$ cat src/rtl/fast_square_bb_quant_pkg.sv
// Shared constants and helpers for the fast-square baseband slicer/packer.
package fast_square_bb_quant_pkg;

    localparam int DEF_IN_WIDTH      = 16;
    localparam int DEF_OUT_WIDTH     = 16;
    localparam int DEF_DC_SHIFT      = 16;
    localparam int DEF_HYST          = 0;
    localparam int DEF_HOLDOFF_WORDS = 201;

    function automatic int acc_width(input int in_width, input int dc_shift);
        return in_width + dc_shift;
    endfunction

    // Marker word: only the MSB of the output word set.
    function automatic logic [31:0] marker_word(input int out_width);
        return 32'd1 << (out_width - 1);
    endfunction

endpackage

$ cat src/rtl/fast_square_bb_quant_chan.sv
// One channel: DC-tracking integrator, hysteresis slicer and bit shift register.
module fast_square_bb_quant_chan
    import fast_square_bb_quant_pkg::*;
#(
    parameter int IN_WIDTH  = DEF_IN_WIDTH,
    parameter int OUT_WIDTH = DEF_OUT_WIDTH,
    parameter int DC_SHIFT  = DEF_DC_SHIFT,
    parameter int HYST      = DEF_HYST
) (
    input  logic                 clock,
    input  logic                 reset_n,
    input  logic                 in_strobe,
    input  logic                 dc_freeze,
    input  logic                 restart,
    input  logic [IN_WIDTH-1:0]  sample,
    output logic [OUT_WIDTH-1:0] sr_next
);

    localparam int AW = acc_width(IN_WIDTH, DC_SHIFT);
    localparam logic signed [IN_WIDTH+1:0] HYST_POS = (IN_WIDTH+2)'(HYST);
    localparam logic signed [IN_WIDTH+1:0] HYST_NEG = -HYST_POS;

    logic signed [AW-1:0]       acc_r;
    logic                       last_bit_r;
    logic [OUT_WIDTH-1:0]       sr_r;
    logic signed [IN_WIDTH-1:0] est_s;
    logic signed [IN_WIDTH:0]   incr_s;
    logic signed [IN_WIDTH+1:0] diff_s;
    logic                       slice_bit_s;

    assign est_s   = $signed(acc_r[AW-1 -: IN_WIDTH]);
    assign incr_s  = (IN_WIDTH+1)'($signed(sample)) - (IN_WIDTH+1)'(est_s);
    assign diff_s  = (IN_WIDTH+2)'($signed(sample)) - (IN_WIDTH+2)'(est_s);
    assign sr_next = {sr_r[OUT_WIDTH-2:0], slice_bit_s};

    // Slicer: inside the hysteresis band the previous decision is repeated.
    always_comb begin
        slice_bit_s = last_bit_r;
        if (diff_s > HYST_POS) begin
            slice_bit_s = 1'b1;
        end else if (diff_s <= HYST_NEG) begin
            slice_bit_s = 1'b0;
        end else begin
            slice_bit_s = last_bit_r;
        end
    end

    // Integrator, slicer memory and shift register; restart spares the DC estimate.
    always_ff @(posedge clock) begin
        if (!reset_n) begin
            acc_r      <= '0;
            last_bit_r <= 1'b0;
            sr_r       <= '0;
        end else begin
            if (in_strobe && !dc_freeze) begin
                acc_r <= acc_r + AW'(incr_s);
            end
            if (in_strobe) begin
                last_bit_r <= slice_bit_s;
            end
            if (restart) begin
                sr_r <= '0;
            end else if (in_strobe) begin
                sr_r <= sr_next;
            end
        end
    end

endmodule

$ cat src/rtl/fast_square_bb_quant.sv
// Dual-channel 1-bit baseband quantiser with word packing and post-restart marker holdoff.
module fast_square_bb_quant
    import fast_square_bb_quant_pkg::*;
#(
    parameter int IN_WIDTH      = DEF_IN_WIDTH,
    parameter int OUT_WIDTH     = DEF_OUT_WIDTH,
    parameter int DC_SHIFT      = DEF_DC_SHIFT,
    parameter int HYST          = DEF_HYST,
    parameter int HOLDOFF_WORDS = DEF_HOLDOFF_WORDS
) (
    input  logic                 clock,
    input  logic                 reset_n,
    input  logic                 in_strobe,
    input  logic [IN_WIDTH-1:0]  i_in,
    input  logic [IN_WIDTH-1:0]  q_in,
    input  logic                 dc_freeze,
    input  logic                 restart,
    output logic                 out_strobe,
    output logic [OUT_WIDTH-1:0] i_out,
    output logic [OUT_WIDTH-1:0] q_out,
    output logic                 holdoff_active
);

    localparam int CW = $clog2(OUT_WIDTH);
    localparam int WW = (HOLDOFF_WORDS > 0) ? $clog2(HOLDOFF_WORDS + 1) : 1;
    localparam logic [CW-1:0] LAST_BIT  = CW'(OUT_WIDTH - 1);
    localparam logic [WW-1:0] LAST_WORD = WW'(HOLDOFF_WORDS - 1);
    localparam logic          HOLD_INIT = (HOLDOFF_WORDS > 0) ? 1'b1 : 1'b0;
    localparam logic [31:0]   MARKER_FULL = marker_word(OUT_WIDTH);
    localparam logic [OUT_WIDTH-1:0] MARKER    = MARKER_FULL[OUT_WIDTH-1:0];
    localparam logic [OUT_WIDTH-1:0] RESET_OUT = HOLD_INIT ? MARKER : '0;

    logic [CW-1:0]        bit_cnt_r;
    logic [WW-1:0]        word_cnt_r;
    logic [OUT_WIDTH-1:0] i_word_s;
    logic [OUT_WIDTH-1:0] q_word_s;
    logic                 word_done_s;

    fast_square_bb_quant_chan #(
        .IN_WIDTH(IN_WIDTH), .OUT_WIDTH(OUT_WIDTH), .DC_SHIFT(DC_SHIFT), .HYST(HYST)
    ) u_chan_i (
        .clock(clock), .reset_n(reset_n), .in_strobe(in_strobe), .dc_freeze(dc_freeze),
        .restart(restart), .sample(i_in), .sr_next(i_word_s)
    );

    fast_square_bb_quant_chan #(
        .IN_WIDTH(IN_WIDTH), .OUT_WIDTH(OUT_WIDTH), .DC_SHIFT(DC_SHIFT), .HYST(HYST)
    ) u_chan_q (
        .clock(clock), .reset_n(reset_n), .in_strobe(in_strobe), .dc_freeze(dc_freeze),
        .restart(restart), .sample(q_in), .sr_next(q_word_s)
    );

    // A restart in the completing cycle discards that word.
    assign word_done_s = in_strobe && !restart && (bit_cnt_r == LAST_BIT);

    // Bit/word counters, holdoff tracking and the registered output words.
    always_ff @(posedge clock) begin
        if (!reset_n) begin
            bit_cnt_r      <= '0;
            word_cnt_r     <= '0;
            holdoff_active <= HOLD_INIT;
            out_strobe     <= 1'b0;
            i_out          <= RESET_OUT;
            q_out          <= RESET_OUT;
        end else begin
            out_strobe <= word_done_s;
            if (restart) begin
                bit_cnt_r      <= '0;
                word_cnt_r     <= '0;
                holdoff_active <= HOLD_INIT;
            end else if (in_strobe) begin
                if (bit_cnt_r == LAST_BIT) begin
                    bit_cnt_r <= '0;
                end else begin
                    bit_cnt_r <= bit_cnt_r + CW'(1);
                end
                if (word_done_s) begin
                    i_out <= holdoff_active ? MARKER : i_word_s;
                    q_out <= holdoff_active ? MARKER : q_word_s;
                    if (holdoff_active) begin
                        word_cnt_r <= word_cnt_r + WW'(1);
                        if (word_cnt_r == LAST_WORD) begin
                            holdoff_active <= 1'b0;
                        end
                    end
                end
            end
        end
    end

endmodule

$ cat config.mk
export PLATFORM = sky130hd
export DESIGN_NAME = fast_square_bb_quant
export DESIGN_NICKNAME = d
export VERILOG_FILES = /design/src/rtl/fast_square_bb_quant_pkg.sv /design/src/rtl/fast_square_bb_quant_chan.sv /design/src/rtl/fast_square_bb_quant.sv
export SDC_FILE = /design/constraint.sdc
export NUM_CORES = 1
export LEC_CHECK = 0
export BUFFER_PORTS_ARGS = -buffer_cell sky130_fd_sc_hd__buf_4
export CAP_MARGIN = 10
export CORE_MARGIN = 2
export CORE_UTILIZATION = 55
export DETAILED_ROUTE_END_ITERATION = 8
export PLACE_DENSITY = 0.73
export SYNTH_ARGS = -nofsm -noshare
export SYNTH_HDL_FRONTEND = slang
export SYNTH_SLANG_ARGS = --single-unit
export TNS_END_PERCENT = 10
$ cat constraint.sdc
create_clock -name clock -period 6.7 [get_ports clock]
set_clock_uncertainty 0.05 [all_clocks]
set_input_delay 0 -clock clock [delete_from_list [all_inputs] [get_ports clock]]
set_output_delay 0 -clock clock [all_outputs]
set_load 0.02 [all_outputs]
==> impl_metrics.py, run 1 <==
metrics = {
    "finish": {
        "fin_cells": 1783,
        "layout-drive-gt1-share_pct": 8.621,
        "multiInputGateArea_um2": 7782,
        "finalNetCount": 1693,
        "fillers": 1929,
        "areaGrowthSynthToFinish_pct": 11.78,
        "num_antenna_cells": 0,
        "mostFrequentLayoutCells": "inv_1 (240), dfxtp_1 (140), nand2_1 (127)",
        "final_common_cell": "inv_1",
        "regArea_um2": 2803,
    },
    "clocking": {
        "cts_sinks": 140,
        "tritoncts": "done",
        "cts_resized": 0,
        "htree_num_levels": 4,
        "path_clk_slew_ns": 0.07,
        "insertion_delay_ns": 0.43,
        "root_buffer": "clkbuf_16",
        "numCtsBuffers": 17,
        "cts_hold_buffers": 2,
        "clockBufferDepth": 2,
        "post_cts_buffers": 0,
    },
    "power": {
        "power_density_nw_per_um2": 542.0,
        "p_leak_nw": 5.919,
        "ir_worst_vdd_mv": 0.2171,
    },
    "sta": {
        "setup_viol": 0,
        "hold_viol": 0,
        "max_freq_mhz": 244.4,
        "finalMaxSlewViolations": 0,
        "final.setup.tns_ns": 0,
        "maxSlewHeadroom_pct": 24.16,
        "tightest_slew_ns": 1.138,
        "period_needed_ns": 4.092,
        "rsz0062_at_grt": "no",
        "post-route-period-util_pct": 61.07,
    },
    "synth": {
        "syn_nets": 1647,
        "synthCells": 1449,
        "yosys_warnings": 0,
        "syn_area_um2": 11670,
        "synth_flop_cell": "dfxtp_1",
        "avgSynthCellArea_um2": 8.057,
        "ys_types": 70,
        "synth-seq-cells": 140,
        "synth_edf_count": 0,
        "seq_area_frac_synth_pct": 24.01,
        "synthArstFlopShare_pct": 0,
    },
    "placed_design": {
        "port-buffer-count": 70,
        "placedCellCount": 1749,
        "gp_congestion": 0.8715,
        "dp_hpwl_um": 20120,
    },
    "die": {
        "coreArea_um2": 20960,
        "die_y_um": 149.7,
        "dieArea_um2": 22410,
        "fp.dieW_um": 149.7,
        "rows": 53,
        "initial_core_util_pct": 55.71,
        "io_pins": 71,
    },
    "global_routing": {
        "grt_pass1_wl_um": 45520,
        "track_usage_pct": 25.04,
        "grt_max_degree": 99,
        "overflow": 0,
        "antenna_found_initial": 0,
        "grt_pass1_vias": 9243,
    },
    "drt": {
        "wl_per_cell_um": 15.29,
        "ant_nets": 0,
        "via_count": 9880,
        "wirelength_um": 27260,
        "drtPass1Iterations": 5,
        "drc_errors": 0,
        "viasPerCell": 5.541,
        "drt_iter0_markers": 565,
    },
    "worst_setup_path": {
        "worstPathMaxFanout": 18,
        "worstPathArrival_ns": 4.39,
        "worst_setup_path_start_kind": "flip-flop",
        "criticalPathCategory": "flip-flop to flip-flop",
        "worstPathRequired_ns": 7.00,
        "cp-end-kind": "flip-flop",
    },
    "hold_path": {
        "min_path_type": "input port to flip-flop",
    },
    "run_status": {
        "status": "completed",
    },
    "job": {
        "drv_cap": 0,
    },
}
-- cell families after synthesis --
| family | share of synthesized area (%) |
|---|---|
| AND/OR/NAND/NOR | 18.36 |
| AO/OA/AOI/OAI | 19.72 |
| buffers and inverters | 9.420 |
| adder cells (fa/ha/maj) | 21.24 |
| flip-flops | 24.01 |
| XOR/XNOR | 4.426 |
| multiplexers | 2.829 |
-- flip-flops by register name, indices dropped and copies added (netlist names) --
signal	count
holdoff_active	1
u_chan_q.sr_r	15
q_out	16
bit_cnt_r	4
word_cnt_r	8
i_out	16
u_chan_i.sr_r	15
u_chan_q.acc_r	32
u_chan_i.acc_r	32
out_strobe	1
-- worst paths after layout --
kind	end	depth (start not counted)	startpoint	slack, ns
worst max register to register	u_chan_i.acc_r[29]$_SDFFE_PN0P_	13	u_chan_i.acc_r[31]$_SDFFE_PN0P_	2.61
worst max-delay path	u_chan_i.acc_r[29]$_SDFFE_PN0P_	13	u_chan_i.acc_r[31]$_SDFFE_PN0P_	2.61
worst min-delay path	q_out[15]$_SDFFE_PN1P_	2	reset_n	0.04
worst min register to register	i_out[5]$_SDFFE_PN0P_	2	i_out[5]$_SDFFE_PN0P_	0.42
-- critical path, cell delays in order (launching register included) --
cell,delay (ns)
dfxtp_1,0.96
fa_1,0.54
inv_1,0.07
ha_1,0.31
a211oi_1,0.24
o21ai_0,0.11
a31o_2,0.25
a221o_1,0.34
a21oi_1,0.29
nand2b_1,0.22
o21bai_1,0.08
a41oi_1,0.29
nand4_1,0.14
o221ai_1,0.10
-- synth_stat cells (17+ instances only) --
master | count | share of area (%)
o21ai_0 | 85 | 3.6
nand2_1 | 127 | 4.1
a21oi_1 | 56 | 2.4
mux2i_1 | 33 | 2.8
inv_1 | 240 | 7.7
nand3_1 | 31 | 1.3
clkbuf_1 | 50 | 1.6
a21boi_0 | 38 | 2.4
nor2_1 | 75 | 2.4
fa_1 | 62 | 11
xor2_1 | 29 | 2.2
a211oi_1 | 17 | 1.1
nand3b_1 | 32 | 2.1
ha_1 | 99 | 11
and2_1 | 39 | 2.1
xnor2_1 | 30 | 2.3
dfxtp_1 | 140 | 24
nand2b_1 | 22 | 1.2
nor3_1 | 24 | 1.0
a21o_1 | 36 | 2.3
-- routing by layer --
layer | vias to the layer above | GRT usage (%) | share of wire, %
met5 | - | 0 | 0
met4 | 0 | 6.179 | 1.4
met3 | 32 | 4.482 | 4.5
met2 | 208 | 38.90 | 45
met1 | 4651 | 36.13 | 49
li1 | 4989 | - | -
-- stage by stage --
stage	utilization [%]	hold WS [ns]	cell area (um^2)	worst slack (ns)	total power, W
detailed placement	59.25	0.3733	12420	2.715	0.006018
global route	62.28	0.04914	13050	2.412	0.007794
finish	62.28	0.04282	13050	2.608	0.007073
global placement	59.25	0.3660	12420	2.780	0.005927
floorplan	-	0.2086	11670	3.106	0.005021
CTS	62.28	0.02628	13050	2.669	0.007047
-- report_power, final --
| part | total, W | internal [W] | switching, W |
|---|---|---|---|
| logic | 0.00497 | 0.00213 | 0.00285 |
| clock network | 0.000976 | 0.000508 | 0.000467 |
| registers | 0.00113 | 0.000983 | 0.000142 |
-- layout make-up --
cell class                 instances  area share (%)
tap                              275           2.637
clock buffer                      17           3.260
inverter                         240           6.903
multi-input combinational       1016           59.64
clock inverter                    15           1.448
sequential                       140           21.48
timing repair buffer              80           4.640
No activity file was read; power rests on OpenSTA's default activity.
==> run 2, diff against run 1 <==
- PLACE_DENSITY: 0.73 -> 0.76
- clock period: 6.7 -> 3.4 ns (I/O delays scaled with it)
==> run 2 against run 1 <==
Effect of this change: clock-buffer cell count did not move; sequential power grew 96%; global-route usage grew 1.5 points; combinational power rose to 2.6 times the previous value; die area unchanged; non-clock buffer count grew 100; design area grew 9.4%; final cell count increased by 5.6%; critical path type unchanged; critical endpoint is now u_chan_i.acc_r[12]$_SDFFE_PN0P_.
==> impl_metrics.py, run 2 (synthesis results as in run 1) <==
metrics = {
    "finish": {
        "final_util_pct": 68.12,
        "mostFrequentLayoutCells": "inv_1 (231), buf_4 (175), dfxtp_1 (130)",
        "finalInstanceArea_um2": 14270,
        "num_antenna_cells": 0,
        "fin_cells": 1883,
        "layout-drive-gt1-share_pct": 19.71,
        "reg.largest.list": "u_chan_i.acc_r (32), u_chan_q.acc_r (32)",
        "final_common_cell": "inv_1",
        "areaGrowthSynthToFinish_pct": 22.27,
        "fillers": 1695,
        "finalNetCount": 1793,
        "regArea_um2": 2818,
        "multiInputGateArea_um2": 8262,
    },
    "drt": {
        "via_count": 10540,
        "ant_nets": 0,
        "viasPerCell": 5.597,
        "drtPass1Iterations": 5,
        "wirelength_um": 30160,
        "wl_per_cell_um": 16.02,
        "drc_errors": 0,
        "drt_iter0_markers": 573,
    },
    "worst_setup_path": {
        "worstPathRequired_ns": 3.66,
        "rr_endpoint": "u_chan_i.acc_r[12]$_SDFFE_PN0P_",
        "cp-end-kind": "flip-flop",
        "criticalPathCategory": "flip-flop to flip-flop",
        "reg2reg_slack_ns": 0.02,
        "worstPathArrival_ns": 3.64,
        "crit-reg2reg-launch": "u_chan_i.acc_r[1]$_SDFFE_PN0P_",
        "worstPathMaxFanout": 2,
        "worst_setup_path_start_kind": "flip-flop",
        "ff2ff_path_depth": 15,
    },
    "power": {
        "power_frac_clock_pct": 10.9,
        "p_int_w": 0.008872,
        "power.switching_w": 0.007947,
        "swShare_pct": 47.25,
        "power_density_nw_per_um2": 1178,
        "combPwrFrac_pct": 76.0,
        "ir_worst_vdd_mv": 0.5539,
        "p_leak_nw": 6.446,
        "p_seq_share_pct": 13.1,
    },
    "placed_design": {
        "port-buffer-count": 70,
        "pre_cts_ws_ns": -0.2550,
        "placedCellCount": 1826,
        "gp_congestion": 0.8793,
        "dp_hpwl_um": 21540,
        "place_area_um2": 13000,
    },
    "die": {
        "fp.dieW_um": 149.7,
        "coreArea_um2": 20960,
        "dieArea_um2": 22410,
        "rows": 53,
        "initial_core_util_pct": 55.71,
        "die_y_um": 149.7,
        "io_pins": 71,
    },
    "global_routing": {
        "grt_pass1_vias": 10100,
        "overflow": 0,
        "antenna_found_initial": 0,
        "grt_pass1_wl_um": 48390,
        "track_usage_pct": 26.49,
        "grt_max_degree": 97,
    },
    "hold_path": {
        "hold_path_end": "u_chan_i.acc_r[22]$_SDFFE_PN0P_",
        "min-delay-start": "dc_freeze",
        "min_path_type": "input port to flip-flop",
        "whs_path_depth": 4,
    },
    "clocking": {
        "numCtsBuffers": 17,
        "root_buffer": "clkbuf_16",
        "cts_sinks": 140,
        "tritoncts": "done",
        "path_clk_slew_ns": 0.07,
        "clockBufferDepth": 2,
        "insertion_delay_ns": 0.43,
        "htree_num_levels": 4,
    },
    "sta": {
        "max_freq_mhz": 296.2,
        "whs_ns": 0.1054,
        "finalWorstSetupSlack_ns": 0.02416,
        "post-route-period-util_pct": 99.29,
        "hold_viol": 0,
        "tightest_slew_ns": 1.128,
        "period_needed_ns": 3.376,
        "maxSlewHeadroom_pct": 24.83,
        "rsz0062_at_grt": "yes",
        "setup_viol": 0,
        "finalMaxSlewViolations": 0,
    },
    "job": {
        "drv_cap": 0,
    },
    "run_status": {
        "status": "completed",
    },
}
run 2: changes by cell type in the layout (fill, tap and decap cells not counted), moves of 7 or more:
cell / delta
ha_1: -13
a21oi_1: -15
o21ai_1: +8
a21oi_2: +14
dfxtp_1: -10
inv_1: -9
a211oi_2: +8
o21ai_0: -15
dfxtp_2: +9
a211oi_1: -9
inv_2: +7
ha_4: +11
buf_4: +97
run 2: power by group through the flow:
stage          logic, W  registers (W)  clock network, W
2_1_floorplan   0.00772        0.00217                 0
3_3_place_gp     0.0105        0.00221                 0
3_5_place_dp     0.0108        0.00222                 0
4_1_cts          0.0112        0.00219           0.00185
5_1_grt          0.0141        0.00223           0.00191
6_report         0.0128        0.00221           0.00183
run 2: per-stage QoR:
step                      total power (W)  setup TNS (ns)
after global routing              0.01824          -1.111
after detailed placement          0.01300          -1.645
final                             0.01682               0
after floorplan                  0.009897       -0.007432
after CTS                         0.01521        -0.04485
after global placement            0.01272         -0.1641
run 2: layout make-up:
| type | count | area share [%] |
|---|---|---|
| clock buffer | 17 | 2.980 |
| clock inverter | 15 | 1.069 |
| inverter | 240 | 6.363 |
| multi-input combinational | 1016 | 57.88 |
| sequential | 140 | 19.74 |
| tap | 275 | 2.410 |
| timing repair buffer | 180 | 9.563 |
run 2: per-layer routing:
layer  vias up  routed length [um]  GRT usage, %  share of wire [%]
met5         -                   0             0                  0
met4         0                 707         7.736                2.3
met3        55                1606         4.634                5.3
met2       304               14020         43.12                 46
met1      4985               13820         36.20                 46
li1       5195                   -             -                  -
run 2: how the worst max path moves through the flow:
| stage | cells after the start | end | from | slack, ns |
|---|---|---|---|---|
| 4_1_cts | 17 | u_chan_i.acc_r[28]$_SDFFE_PN0P_ | u_chan_i.acc_r[0]$_SDFFE_PN0P_ | -0.04 |
| 3_5_place_dp | 15 | u_chan_i.acc_r[31]$_SDFFE_PN0P_ | u_chan_i.acc_r[1]$_SDFFE_PN0P_ | -0.26 |
| 6_report | 15 | u_chan_i.acc_r[12]$_SDFFE_PN0P_ | u_chan_i.acc_r[1]$_SDFFE_PN0P_ | 0.02 |
| 2_1_floorplan | 15 | u_chan_i.acc_r[31]$_SDFFE_PN0P_ | i_in[15] | -0.007 |
| 3_3_place_gp | 15 | u_chan_i.acc_r[15]$_SDFFE_PN0P_ | u_chan_i.acc_r[1]$_SDFFE_PN0P_ | -0.07 |
| 5_1_grt | 14 | u_chan_q.acc_r[12]$_SDFFE_PN0P_ | u_chan_q.acc_r[1]$_SDFFE_PN0P_ | -0.13 |
run 2: worst max-delay path, cell delays in order, from the launching register on:
cell and delay, ns:
dfxtp_2 0.33, inv_2 0.04, fa_1 0.50, buf_4 0.17, fa_2 0.40, nand2b_4 0.17
a21oi_4 0.18, o31a_1 0.23, buf_4 0.14, o21ai_1 0.05, nand2b_1 0.13, a211oi_2 0.10
o21bai_1 0.17, a21oi_2 0.08, and4_1 0.20, a311o_1 0.31
run 2: repair_timing:
action	CTS	global route
resized for setup	16	95
pin swaps	9	47
hold buffers	4	0
buffers inserted	5	16
endpoints found under the hold margin	20	0
setup endpoints to repair	22	35
==> run 3, diff against run 2 <==
- BUFFER_PORTS_ARGS: -buffer_cell sky130_fd_sc_hd__buf_4 -> -buffer_cell sky130_fd_sc_hd__buf_2
- CORE_ASPECT_RATIO: default -> 0.7
==> run 3 against run 2 <==
Effect of this change: design area shrank 0.97%; clock-buffer cell count rose by 4; fmax is 0.70% higher; non-clock buffer count rose by 7; hold slack lost 0.096 ns; clock power down 3%; final cell count up 0.42%; critical path type unchanged; largest cell class unchanged; largest power group unchanged.
==> impl_metrics.py, run 3 (synthesis results as in run 1) <==
metrics = {
    "drt": {
        "wirelength_um": 31370,
        "drtPass1Iterations": 5,
        "ant_nets": 0,
        "viasPerCell": 5.682,
        "wl_per_cell_um": 16.59,
        "via_count": 10740,
        "drc_errors": 0,
        "drt_iter0_markers": 902,
    },
    "sta": {
        "setup_viol": 0,
        "post-route-period-util_pct": 98.60,
        "max_freq_mhz": 298.3,
        "whs_ns": 0.008910,
        "finalMaxSlewViolations": 0,
        "hold_viol": 0,
        "rsz0062_at_grt": "yes",
        "tightest_slew_ns": 0.9107,
        "period_needed_ns": 3.352,
        "maxSlewHeadroom_pct": 39.29,
    },
    "die": {
        "die_y_um": 125.9,
        "io_pins": 71,
        "initial_core_util_pct": 56.25,
        "rows": 44,
        "fp.dieW_um": 178.1,
        "dieArea_um2": 22430,
        "coreArea_um2": 20750,
    },
    "worst_setup_path": {
        "ff2ff_path_depth": 14,
        "cp-end-kind": "flip-flop",
        "worst_setup_path_start_kind": "flip-flop",
        "criticalPathCategory": "flip-flop to flip-flop",
        "startpoint": "u_chan_q.acc_r[9]$_SDFFE_PN0P_",
        "reg2reg_slack_ns": 0.05,
        "worstPathRequired_ns": 3.68,
        "rr_endpoint": "u_chan_q.acc_r[20]$_SDFFE_PN0P_",
        "worstPathArrival_ns": 3.63,
        "worstPathMaxFanout": 3,
        "crit-reg2reg-launch": "u_chan_q.acc_r[9]$_SDFFE_PN0P_",
    },
    "finish": {
        "num_antenna_cells": 0,
        "layout-drive-gt1-share_pct": 20.19,
        "final_common_cell": "inv_1",
        "reg.largest.list": "u_chan_i.acc_r (32), u_chan_q.acc_r (32)",
        "mostFrequentLayoutCells": "inv_1 (237), dfxtp_1 (127), nand2_1 (126)",
        "final_util_pct": 68.11,
        "fin_cells": 1891,
        "finalNetCount": 1800,
        "areaGrowthSynthToFinish_pct": 21.08,
    },
    "placed_design": {
        "port-buffer-count": 70,
        "dp_hpwl_um": 22930,
        "placedCellCount": 1843,
        "gp_congestion": 0.9198,
    },
    "power": {
        "power_density_nw_per_um2": 1197,
        "p_leak_nw": 6.431,
        "ir_worst_vdd_mv": 0.5581,
    },
    "global_routing": {
        "grt_pass1_vias": 10290,
        "overflow": 0,
        "grt_max_degree": 47,
        "track_usage_pct": 28.18,
        "grt_pass1_wl_um": 51040,
        "antenna_found_initial": 1,
    },
    "clocking": {
        "tritoncts": "done",
        "cts_sinks": 140,
        "root_buffer": "clkbuf_16",
        "numCtsBuffers": 17,
        "path_clk_slew_ns": 0.07,
        "htree_num_levels": 4,
        "clockBufferDepth": 2,
        "insertion_delay_ns": 0.43,
    },
    "hold_path": {
        "hold_path_end": "u_chan_q.acc_r[0]$_SDFFE_PN0P_",
        "min_path_type": "input port to flip-flop",
        "min-delay-start": "q_in[0]",
        "whs_path_depth": 4,
    },
    "job": {
        "drv_cap": 0,
    },
    "run_status": {
        "status": "completed",
    },
}
==> run 3: cell count changes in the layout (fill, tap and decap cells not counted), moves of 4 or more <==
cell     before  now
inv_1       231  237
inv_2         7    1
buf_4       175  114
dfxtp_2       9   13
o21ai_0      70   66
ha_4         11    5
buf_2         0   70
==> run 3: worst max-delay path: stages (launching register included) <==
cell       delay [ns]
dfxtp_2          0.33
inv_1            0.05
fa_1             0.49
inv_1            0.06
ha_4             0.21
and2_4           0.15
a2111oi_4        0.33
o21ai_1          0.13
a31o_1           0.22
a221oi_4         0.33
o21bai_2         0.10
a221o_1          0.34
a21oi_2          0.16
nor4b_1          0.08
a211o_1          0.23
==> run 3: routing by layer <==
metal / track usage, % / share of wire, % / wire length (um)
met4: 7.184 / 1.9 / 592
met2: 41.56 / 43 / 13430
met1: 42.23 / 49 / 15330
met3: 5.193 / 6.4 / 1999
met5: 0 / 0.041 / 13
==> run 3: how the worst max path moves through the flow <==
stage / end / depth (start not counted)
after global placement: u_chan_q.acc_r[31]$_SDFFE_PN0P_ / 14
after floorplan: u_chan_i.acc_r[31]$_SDFFE_PN0P_ / 15
after global routing: u_chan_q.acc_r[31]$_SDFFE_PN0P_ / 15
final: u_chan_q.acc_r[20]$_SDFFE_PN0P_ / 14
after CTS: u_chan_q.acc_r[20]$_SDFFE_PN0P_ / 13
after detailed placement: u_chan_i.acc_r[28]$_SDFFE_PN0P_ / 15
==> run 3: power breakdown <==
part | leakage [nW] | switching, W | total [W] | internal [W]
sequential | 1.14 | 0.000273 | 0.00223 | 0.00195
clock | 0.257 | 0.000788 | 0.00177 | 0.000979
combinational | 5.03 | 0.00698 | 0.0129 | 0.00594
==> run 3: layout make-up <==
class	instances	area, um^2
Inverter	240	908.4
Multi-Input combinational cell	1016	8283
Tap cell	276	345.3
Sequential cell	140	2819
Clock inverter	11	83.83
Timing Repair Buffer	187	1236
Fill cell	1636	6619
Clock buffer	21	460.4
==> run 3: timing repair <==
item,in CTS,in global routing
endpoints found under the hold margin,6,0
gates resized for setup,23,99
buffers inserted,1,12
pin swaps,9,48
setup endpoints to repair,22,39
hold buffers,3,0
==> run 3: per-stage QoR <==
stage          area (um^2)    TNS, ns  power [W]  setup WS (ns)
2_1_floorplan        11690  -0.007432   0.009897      -0.007432
3_3_place_gp         12950    -0.2435    0.01302       -0.07341
3_5_place_dp         12950     -1.182    0.01333        -0.1627
4_1_cts              13620    -0.1112    0.01550       -0.04018
5_1_grt              14140     -1.099    0.01830        -0.1601
6_report             14140          0    0.01691        0.04751
